## src/rtl/mux_scan_nto1.sv

```systemverilog
// N-channel, W-bit registered multiplexer with a manual-select mode and an
// auto-scan mode that holds each channel for DWELL enabled clocks.
module mux_scan_nto1 #(
  parameter int N     = 4,
  parameter int W     = 8,
  parameter int DWELL = 4,
  localparam int SW   = (N > 1) ? $clog2(N) : 1
) (
  input  logic            clk,
  input  logic            rst_n,
  input  logic [N*W-1:0]  in,
  input  logic [SW-1:0]   sel,
  input  logic            mode,
  input  logic            en,
  output logic [W-1:0]    out,
  output logic [SW-1:0]   out_ch,
  output logic            out_vld,
  output logic            wrap,
  output logic            sel_err
);

  localparam int CW = (DWELL > 1) ? $clog2(DWELL) : 1;
  localparam logic [SW-1:0] LAST_CH  = SW'(N - 1);
  localparam logic [CW-1:0] LAST_CNT = CW'(DWELL - 1);

  // Handshake: out/out_ch are meaningful only in a cycle where out_vld is 1;
  // there is no back-pressure, the consumer must take every valid sample.
  typedef enum logic {MAN, SCAN} state_e;

  state_e          state_q, state_d;
  logic [SW-1:0]   ch_q, ch_d;
  logic [CW-1:0]   cnt_q, cnt_d;
  logic [W-1:0]    out_q, out_d;
  logic [SW-1:0]   out_ch_q, out_ch_d;
  logic            out_vld_q, out_vld_d;
  logic            wrap_q, wrap_d;
  logic            sel_err_q, sel_err_d;

  logic            sel_ok;
  logic [W-1:0]    sel_data;
  logic [W-1:0]    ch_data;

  // With a power-of-two channel count every select code is a real channel.
  generate
    if ((1 << SW) == N) begin : g_sel_full
      assign sel_ok = 1'b1;
    end else begin : g_sel_part
      assign sel_ok = (sel < SW'(N));
    end
  endgenerate

  always_comb begin
    sel_data = '0;
    ch_data  = '0;
    for (int k = 0; k < N; k++) begin
      if (sel == SW'(k)) sel_data = in[k*W +: W];
      if (ch_q == SW'(k)) ch_data = in[k*W +: W];
    end
  end

  always_comb begin
    state_d   = state_q;
    ch_d      = ch_q;
    cnt_d     = cnt_q;
    out_d     = out_q;
    out_ch_d  = out_ch_q;
    out_vld_d = 1'b0;
    wrap_d    = 1'b0;
    sel_err_d = sel_err_q;
    if (en) begin
      if (state_q == SCAN && mode) begin
        out_d     = ch_data;
        out_ch_d  = ch_q;
        out_vld_d = 1'b1;
        sel_err_d = 1'b0;
        if (cnt_q == LAST_CNT) begin
          cnt_d  = '0;
          ch_d   = (ch_q == LAST_CH) ? '0 : ch_q + 1'b1;
          wrap_d = (ch_q == LAST_CH);
        end else begin
          cnt_d = cnt_q + 1'b1;
        end
      end else begin
        // Manual output also on the entry edge and on the edge leaving scan.
        if (sel_ok) begin
          out_d     = sel_data;
          out_ch_d  = sel;
          out_vld_d = 1'b1;
          sel_err_d = 1'b0;
        end else begin
          out_d     = '0;
          out_ch_d  = '0;
          out_vld_d = 1'b0;
          sel_err_d = 1'b1;
        end
        if (mode) begin
          state_d = SCAN;
          ch_d    = sel_ok ? sel : '0;
          cnt_d   = '0;
        end else begin
          state_d = MAN;
        end
      end
    end
  end

  always_ff @(posedge clk or negedge rst_n) begin
    if (!rst_n) begin
      state_q   <= MAN;
      ch_q      <= '0;
      cnt_q     <= '0;
      out_q     <= '0;
      out_ch_q  <= '0;
      out_vld_q <= 1'b0;
      wrap_q    <= 1'b0;
      sel_err_q <= 1'b0;
    end else begin
      state_q   <= state_d;
      ch_q      <= ch_d;
      cnt_q     <= cnt_d;
      out_q     <= out_d;
      out_ch_q  <= out_ch_d;
      out_vld_q <= out_vld_d;
      wrap_q    <= wrap_d;
      sel_err_q <= sel_err_d;
    end
  end

  assign out     = out_q;
  assign out_ch  = out_ch_q;
  assign out_vld = out_vld_q;
  assign wrap    = wrap_q;
  assign sel_err = sel_err_q;

endmodule

```

## config.mk

```make
export PLATFORM = sky130hd
export DESIGN_NAME = mux_scan_nto1
export DESIGN_NICKNAME = d
export VERILOG_FILES = /design/src/rtl/mux_scan_nto1.sv
export SDC_FILE = /design/constraint.sdc
export NUM_CORES = 1
export LEC_CHECK = 0
export CAP_MARGIN = 20
export CELL_PAD_IN_SITES_DETAIL_PLACEMENT = 2
export CELL_PAD_IN_SITES_GLOBAL_PLACEMENT = 2
export CORE_MARGIN = 3
export CORE_UTILIZATION = 23
export CTS_BUF_LIST = sky130_fd_sc_hd__clkbuf_4 sky130_fd_sc_hd__clkbuf_8
export CTS_CLUSTER_DIAMETER = 40
export DETAILED_ROUTE_END_ITERATION = 8
export GPL_ROUTABILITY_DRIVEN = 1
export PLACE_DENSITY_LB_ADDON = 0.12
export SLEW_MARGIN = 20
export SYNTH_ARGS = -nofsm -noshare
export SYNTH_HDL_FRONTEND = slang
export SYNTH_SLANG_ARGS = --single-unit
```

## constraint.sdc

```tcl
create_clock -name clk -period 1.5 [get_ports clk]
set_input_delay 0.375 -clock clk [delete_from_list [all_inputs] [get_ports clk]]
set_output_delay 0.375 -clock clk [all_outputs]
set_load 0.005 [all_outputs]
```

==> results of run 1 <==
timing repair:
action | CTS | global route
resized for setup | 63 | 16
pin swaps | 1 | 0
setup endpoints to repair | 18 | 14
gates cloned | 1 | 0
setup buffers | 7 | 2
final cells by class:
type,instances,share of cell area (%)
tap,70,3.95
clock buffer,3,1.86
timing repair buffer,82,33.3
multi-input combinational,85,37.9
sequential,17,19.3
clock inverter,1,0.339
inverter,20,3.39
metal layers:
layer  GRT usage [%]  routed length [um]  up-vias
li1                -                   -      637
met1            20.9                2240      722
met2            35.9                3090       31
met3            3.25                 195        4
met4            1.52                  27        0
met5               0                   0        -
how the worst min path moves through the flow:
stage	end	depth (start not counted)	startpoint	slack, ns
finish	out[3]	2	rst_n	0.46
global route	out_vld	2	rst_n	0.48
CTS	out[2]	2	rst_n	0.47
detailed placement	cnt_q[1]	2	cnt_q[1]	0.49
global placement	cnt_q[1]	2	cnt_q[1]	0.47
floorplan	ch_q[0]	0	rst_n	0.08
power by group:
| part | internal (W) | switching, W |
|---|---|---|
| clock network | 0.000187 | 0.000177 |
| logic | 0.000543 | 0.000503 |
| registers | 0.000538 | 0.0000669 |
sequential cells by signal, indices dropped and copies added, names as in the netlist:
name     cells
ch_q         2
cnt_q        2
out          8
out_ch       2
out_vld      1
state_q      1
wrap         1
synth_stat cells (2+ instances only):
library cell  number
inv_1             20
dfrtp_1           17
a21oi_1           11
o21ai_0           10
nand3b_1           9
a221oi_1           8
mux4_2             8
o32a_1             8
and2_1             7
clkbuf_1           7
ha_1               5
nand2_1            5
mux2_2             3
nor2_1             3
mux2i_1            2
per-stage QoR:
step / hold slack [ns] / area [um2] / utilization [%]
final: 0.463 / 2220 / 42.3
after global routing: 0.483 / 2220 / 42.3
after CTS: 0.468 / 2140 / 40.8
after detailed placement: 0.490 / 1990 / 38.1
after global placement: 0.466 / 1990 / 38.1
after floorplan: 0.0794 / 1300 / -
kinds of logic (layout without fill, tap and decap cells):
group | Yosys count | after routing | share of synthesized area, %
adder cells (fa/ha/maj) | 5 | 5 | 4.89
other | 1 | 1 | 0.293
AND/OR/NAND/NOR | 27 | 27 | 12.4
buffers and inverters | 30 | 106 | 9.68
flip-flops | 17 | 17 | 33.2
multiplexers | 13 | 13 | 18.3
AO/OA/AOI/OAI | 39 | 39 | 21.2
==> impl_metrics.ini, run 1 <==
[route]
routedWlPerCell_um = 20.0
ant_nets = 0
dr_total_vias = 1394
via_per_inst = 5.01
drt_iter0_drc = 57
drc_errors = 0
wirelength_um = 5560
drt-pass1-iter-count = 4

[sta]
fin_crit_ns = 1.54
fin_setup_tns_ns = -0.170
slew_viol_final = 0
fmax_ghz = 0.647
finalCritPeriodShare_pct = 103
setup_viol = 7
skew_ns = 0.00286
rsz0062_at_grt = true
setup_ws_ns = -0.0449
finalHoldViolations = 0

[layout]
syn_to_final_growth_pct = 73.2
layout.cells.most_common = dlygate4sd2_1
layout-drive-gt1-share_pct = 35.1
stdcell_count = 278
seqCellArea_um2 = 428
nFillCells = 569
num_antenna_cells = 0
nets = 252
mostFrequentLayoutCells = 40 x dlygate4sd2_1, 30 x buf_4, 18 x inv_1
multi_input_area_um2 = 840

[floorplanning]
fp-row-count = 26
start_util_pct = 24.4
die_h_um = 80.6
core_area_mm2 = 0.00524
boundaryPins = 51
dieArea_mm2 = 0.00650
die_x_um = 80.6

[setup_path]
end_kind = flip-flop
cp_max_fo = 8
cp.required_ns = 1.64
reg2reg_depth = 6
r2r_end = out[3]
path_buf_inv = 2
arrival_ns = 1.69
max_stage_delay_ns = 0.41
cpMaxStageDelayCell = dfrtp_2
path_depth = 6
critPathKind = reg -> reg
critPathLaunch = ch_q[0]
worstPathCellList = inv_2, ha_1, buf_4, a21oi_1, a221oi_2, o32a_1
critPathTopFamily = compound AO/OA/AOI/OAI gates
r2r-start = ch_q[0]
start_kind = flip-flop
crit_path_end = out[3]
r2r_slack_ns = -0.04

[global_route]
grt_usage_pct = 18.2
grt_max_degree = 18
antenna_found_initial = 0
grt_pass1_wl_um = 8900
grt-ovfl-total = 0
grt_pass1_vias = 1639

[synthesis]
synth-async-reset-ratio_pct = 100
synth_ff_type = dfrtp_1
syn_avg_cell_area_um2 = 9.70
synth_largest_area_cell = dfrtp_1
synth-seq-cells = 17
synth_nets = 175
syn-cell-area_mm2 = 0.00128
synth_warnings = 0
synth-edff-count = 0
synth.top_cells.by_area = dfrtp_1 33%, mux4_2 14%, o32a_1 6.3%
ys_seq_area_share_pct = 33.2
ys_types = 24
netlist_instances = 132
netlist.area_leader.share_pct = 33.2

[place]
hpwl_um = 4130
place.detailed.instances = 264
numPortBuffers = 49
finalWeightedCongestion = 0.801
dp_slack_ns = -0.696

[pwr]
peakVddDrop_uv = 475
power.total_w = 0.00201
powerDensity_mw_per_mm2 = 909
leakage_nw = 1.03

[status]
status = complete, but fails checks
violations = setup timing

[clocking]
worstSkewPairLatency_ns = 0.26
clock_sinks = 17
numCtsBuffers = 3
cts_root_buffer = clkbuf_8
cts_max_path_buffers = 2
hold_buffers = 0
cts_htree_levels = 1
clkSlewWorstSetupHoldPaths_ns = 0.08
cts_tree = yes

[min_path]
hp-class = in -> async

[job]
drv_cap = 0
No activity file was read; power rests on OpenSTA's default activity.
==> inputs of run 2 (changes only) <==
--- a/config.mk
+++ b/config.mk
@@ -15,6 +15,7 @@
 export DETAILED_ROUTE_END_ITERATION = 8
 export GPL_ROUTABILITY_DRIVEN = 1
 export PLACE_DENSITY_LB_ADDON = 0.12
+export REMOVE_ABC_BUFFERS = 1
 export SLEW_MARGIN = 20
 export SYNTH_ARGS = -nofsm -noshare
 export SYNTH_HDL_FRONTEND = slang
==> constraint.sdc (replaced) <==
create_clock -name clk -period 1.4 [get_ports clk]
set_input_delay 0.35 -clock clk [delete_from_list [all_inputs] [get_ports clk]]
set_output_delay 0.35 -clock clk [all_outputs]
set_load 0.005 [all_outputs]
==> run 2 against run 1 <==
The flow still finishes with violations (setup timing); routed wire length up 0.88%; fmax fell by 1.9%; clock power grew 6.0%; non-clock buffer count grew 2; via count grew 0.36%; critical path type unchanged; sequential power up 11%; total power up 20%; global-route usage is 0.51 points higher; highest routed layer unchanged.
==> impl_metrics.ini, run 2 (synthesis results as in run 1) <==
[sta]
finalHoldViolations = 0
finalCritPeriodShare_pct = 112
skew_ns = 0.00151
setup_ws_ns = -0.174
fin_crit_ns = 1.57
slew_viol_final = 0
rsz0062_at_grt = true
setup_viol = 9
fin_setup_tns_ns = -0.909
finalHoldWorstSlack_ns = 0.431
fmax_ghz = 0.635

[layout]
mostFrequentLayoutCells = 46 x dlygate4sd2_1, 23 x buf_4, 18 x inv_1
layout-drive-gt1-share_pct = 39.5
num_antenna_cells = 0
nets = 254
layout.cells.most_common = dlygate4sd2_1
syn_to_final_growth_pct = 83.9
largest_reg_flops = 8

[clocking]
numCtsBuffers = 3
clock_sinks = 17
clkSlewWorstSetupHoldPaths_ns = 0.07
cts_root_buffer = clkbuf_8
worstSkewPairLatency_ns = 0.26
cts_tree = yes
cts_max_path_buffers = 2
cts_htree_levels = 1
hold_buffers = 0

[setup_path]
end_kind = flip-flop
cp_max_fo = 5
cp.required_ns = 1.54
critPathKind = reg -> reg
arrival_ns = 1.72
start_kind = flip-flop

[route]
via_per_inst = 5.00
wirelength_um = 5610
drc_errors = 0
drt_iter0_drc = 50
ant_nets = 0
dr_total_vias = 1399
drt-pass1-iter-count = 4
routedWlPerCell_um = 20.0

[floorplanning]
boundaryPins = 51
fp-row-count = 26
start_util_pct = 24.4
die_h_um = 80.6
die_x_um = 80.6
dieArea_mm2 = 0.00650
core_area_mm2 = 0.00524

[min_path]
hp-class = in -> async

[pwr]
peakVddDrop_uv = 504
leakage_nw = 1.05
switching_share_pct = 37.2
p_comb_share_pct = 56.3
p_seq_share_pct = 27.7
p_int_w = 0.00152
clockPowerShare_pct = 15.9
netSwitchingPower_w = 0.000903
powerDensity_mw_per_mm2 = 1030

[global_route]
grt_pass1_vias = 1692
grt_pass1_wl_um = 9120
grt_max_degree = 18
antenna_found_initial = 0
grt-ovfl-total = 0
grt_usage_pct = 18.7

[place]
finalWeightedCongestion = 0.774
hpwl_um = 3960
numPortBuffers = 49

[status]
status = complete, but fails checks
violations = setup timing

[job]
drv_cap = 0
run 2: power groups by stage:
stage / clock network, W / registers [W] / logic [W]
floorplan: 0 / 0.000641 / 0.000416
global placement: 0 / 0.000641 / 0.000912
detailed placement: 0 / 0.000651 / 0.000962
CTS: 0.000409 / 0.000667 / 0.00126
global route: 0.000435 / 0.000687 / 0.00147
finish: 0.000386 / 0.000673 / 0.00137
run 2: area by class of cell:
cell class / instances / area, um2
well taps: 70 / 87.6
fillers: 546 / 2880
multi-input cells: 85 / 922
repair buffers: 84 / 788
flip-flops and latches: 17 / 429
clock inverters: 1 / 5.00
inverters: 20 / 80.1
clock buffers: 3 / 41.3
run 2: path summary, 6_finish.rpt:
kind / slack [ns] / cells after the start / startpoint / end
worst min-delay path: 0.43 / 2 / rst_n / out[1]
worst max register to register: -0.17 / 6 / ch_q[1] / out[7]
worst max-delay path: -0.17 / 6 / ch_q[1] / out[7]
max in group asynchronous: 0.74 / 2 / rst_n / state_q
worst min register to register: 0.51 / 1 / out[4] / out[4]
min in group clk: 0.51 / 1 / out[4] / out[4]
run 2: what timing repair did:
| item | CTS | global route |
|---|---|---|
| gates resized for setup | 104 | 4 |
| buffers inserted | 7 | 0 |
| endpoints found under the setup margin | 22 | 11 |
| cloned | 1 | 1 |
| pin swaps | 10 | 3 |
run 2: critical path, stage by stage, from the launching register on:
cell and delay, ns:
dfrtp_2 0.48, inv_4 0.11, ha_4 0.17, buf_8 0.12, nand3b_1 0.14, a221oi_2 0.07, o32a_1 0.35
run 2: per-layer routing:
layer / part of all wire [%] / global-route usage, % / up-vias
met2: 55 / 34.9 / 37
met1: 41 / 21.4 / 713
met5: 0 / 0 / -
met4: 1.3 / 4.39 / 0
met3: 3.3 / 4.37 / 6
li1: - / - / 643
run 2: through the flow:
step	std cells	total power (W)	setup WS [ns]	util [%]	area [um2]
after CTS	279	0.00234	-0.0943	44.0	2300
after detailed placement	267	0.00161	-0.769	38.5	2020
after floorplan	122	0.00106	-0.0414	-	1230
after global routing	280	0.00259	-0.198	44.9	2350
after global placement	267	0.00155	-0.740	38.5	2020
final	280	0.00243	-0.174	44.9	2350
==> inputs of run 3 (changes only) <==
--- a/config.mk
+++ b/config.mk
@@ -11,9 +11,9 @@
 export CORE_MARGIN = 3
 export CORE_UTILIZATION = 23
 export CTS_BUF_LIST = sky130_fd_sc_hd__clkbuf_4 sky130_fd_sc_hd__clkbuf_8
-export CTS_CLUSTER_DIAMETER = 40
 export DETAILED_ROUTE_END_ITERATION = 8
 export GPL_ROUTABILITY_DRIVEN = 1
+export GPL_TIMING_DRIVEN = 0
 export PLACE_DENSITY_LB_ADDON = 0.12
 export REMOVE_ABC_BUFFERS = 1
 export SLEW_MARGIN = 20
==> run 3 against run 2 <==
The run still ends with setup timing left; via count shrank 5.3%; setup slack gained 0.026 ns; non-clock buffer count shrank 24; count of clock-buffer cells in the layout grew 1; core utilization shrank 5.1 points; routed wire length shrank 6.5%; sequential share of layout area grew 2.3 points; combinational power shrank 11%; critical path type unchanged.
==> impl_metrics.ini, run 3 (synthesis results as in run 1) <==
[route]
via_per_inst = 5.16
ant_nets = 0
drc_errors = 0
dr_total_vias = 1325
wirelength_um = 5240
drt-pass1-iter-count = 4
drt_iter0_drc = 39
routedWlPerCell_um = 20.4

[place]
hpwl_um = 3470
finalWeightedCongestion = 0.725
numPortBuffers = 49
dp_slack_ns = -1.16

[global_route]
grt_usage_pct = 17.2
grt_pass1_vias = 1540
grt_pass1_wl_um = 8310
grt_max_degree = 25
antenna_found_initial = 0
grt-ovfl-total = 0

[min_path]
holdPathEnd = out_vld
hold_depth = 1
hp-class = in -> reg
min_from = en

[clocking]
cts_tree = yes
clkSlewWorstSetupHoldPaths_ns = 0.08
cts_max_path_buffers = 2
clock_sinks = 17
numCtsBuffers = 3
cts_root_buffer = clkbuf_8
worstSkewPairLatency_ns = 0.26
cts_htree_levels = 1
hold_buffers = 0

[pwr]
p_comb_share_pct = 53.0
netSwitchingPower_w = 0.000852
powerDensity_mw_per_mm2 = 1110
p_int_w = 0.00145
clockPowerShare_pct = 18.3
switching_share_pct = 36.9
leakage_nw = 0.909
p_seq_share_pct = 28.7
peakVddDrop_uv = 375

[sta]
setup_ws_ns = -0.148
fmax_ghz = 0.646
max_slew_margin_pct = 41.7
fin_crit_ns = 1.55
finalHoldViolations = 0
rsz0062_at_grt = true
finalCritPeriodShare_pct = 111
slew_viol_final = 0
worstMarginPinSlew_ns = 0.872
setup_viol = 10
fin_setup_tns_ns = -0.949
skew_ns = 0.00311

[layout]
nets = 231
num_antenna_cells = 0
fin_util_pct = 39.8
layout.cells.most_common = dlygate4sd2_1
layout-drive-gt1-share_pct = 32.1
largest_reg_flops = 8
mostFrequentLayoutCells = 45 x dlygate4sd2_1, 18 x inv_1, 15 x dfrtp_1
syn_to_final_growth_pct = 62.9

[setup_path]
reg2reg_depth = 6
r2r_end = out[3]
cp_max_fo = 4
r2r_slack_ns = -0.15
r2r-start = ch_q[1]
cp.required_ns = 1.55
start_kind = flip-flop
critPathLaunch = ch_q[1]
arrival_ns = 1.70
end_kind = flip-flop
critPathKind = reg -> reg

[status]
status = complete, but fails checks
violations = setup timing

[floorplanning]
dieArea_mm2 = 0.00650
fp-row-count = 26
core_area_mm2 = 0.00524
die_x_um = 80.6
start_util_pct = 24.4
die_h_um = 80.6
boundaryPins = 51

[job]
drv_cap = 0
[run 3: cell count changes in the layout (fill, tap and decap cells not counted), moves of 2 or more]
cell	previous run	this run
mux2_2	0	3
buf_6	8	3
buf_8	2	0
a21oi_2	5	7
buf_12	1	3
a221oi_1	0	3
a221oi_2	8	5
mux2_4	3	0
buf_4	23	6
[run 3: routing by layer]
metal	up-vias	GRT usage [%]	wire length (um)
met2	32	32.8	2840
met4	0	3.38	53
met3	6	3.81	229
li1	598	-	-
met5	-	0	0
met1	689	19.5	2120
[run 3: power by group through the flow]
stage	registers (W)	logic (W)	clock network, W
after detailed placement	0.000658	0.000813	0
final	0.000661	0.00122	0.000421
after floorplan	0.000641	0.000416	0
after global routing	0.000671	0.00132	0.000456
after CTS	0.000656	0.00114	0.000421
after global placement	0.000648	0.000771	0
[run 3: stage by stage]
stage | std cells | total power, W | area (um2) | hold WS [ns]
3_5_place_dp | 241 | 0.00147 | 1810 | 0.506
6_report | 257 | 0.00231 | 2080 | 0.441
5_1_grt | 257 | 0.00245 | 2080 | 0.457
3_3_place_gp | 241 | 0.00142 | 1810 | 0.471
2_1_floorplan | 122 | 0.00106 | 1230 | 0.0544
4_1_cts | 256 | 0.00222 | 2040 | 0.452
[run 3: worst max path at each step]
stage,endpoint,slack (ns)
5_1_grt,out[3],-0.19
3_3_place_gp,out[0],-1.12
6_report,out[3],-0.15
2_1_floorplan,out[0],-0.04
4_1_cts,out[2],-0.10
3_5_place_dp,out[7],-1.16
[run 3: area by class of cell]
class / count / area (um2)
fillers: 568 / 3150
clock buffers: 4 / 48.8
repair buffers: 60 / 559
inverters: 20 / 77.6
well taps: 70 / 87.6
flip-flops and latches: 17 / 428
multi-input cells: 86 / 883
[run 3: timing repair]
| action | CTS | global route |
|---|---|---|
| setup buffers | 10 | 1 |
| cloned | 1 | 0 |
| pin swaps | 5 | 2 |
| endpoints found under the setup margin | 28 | 10 |
| resized for setup | 93 | 8 |
[run 3: critical path, cell delays in order (launching register included)]
cell,delay [ns]
dfrtp_2,0.46
buf_6,0.14
ha_4,0.18
buf_12,0.14
a21oi_4,0.10
a221oi_2,0.06
o32a_1,0.35
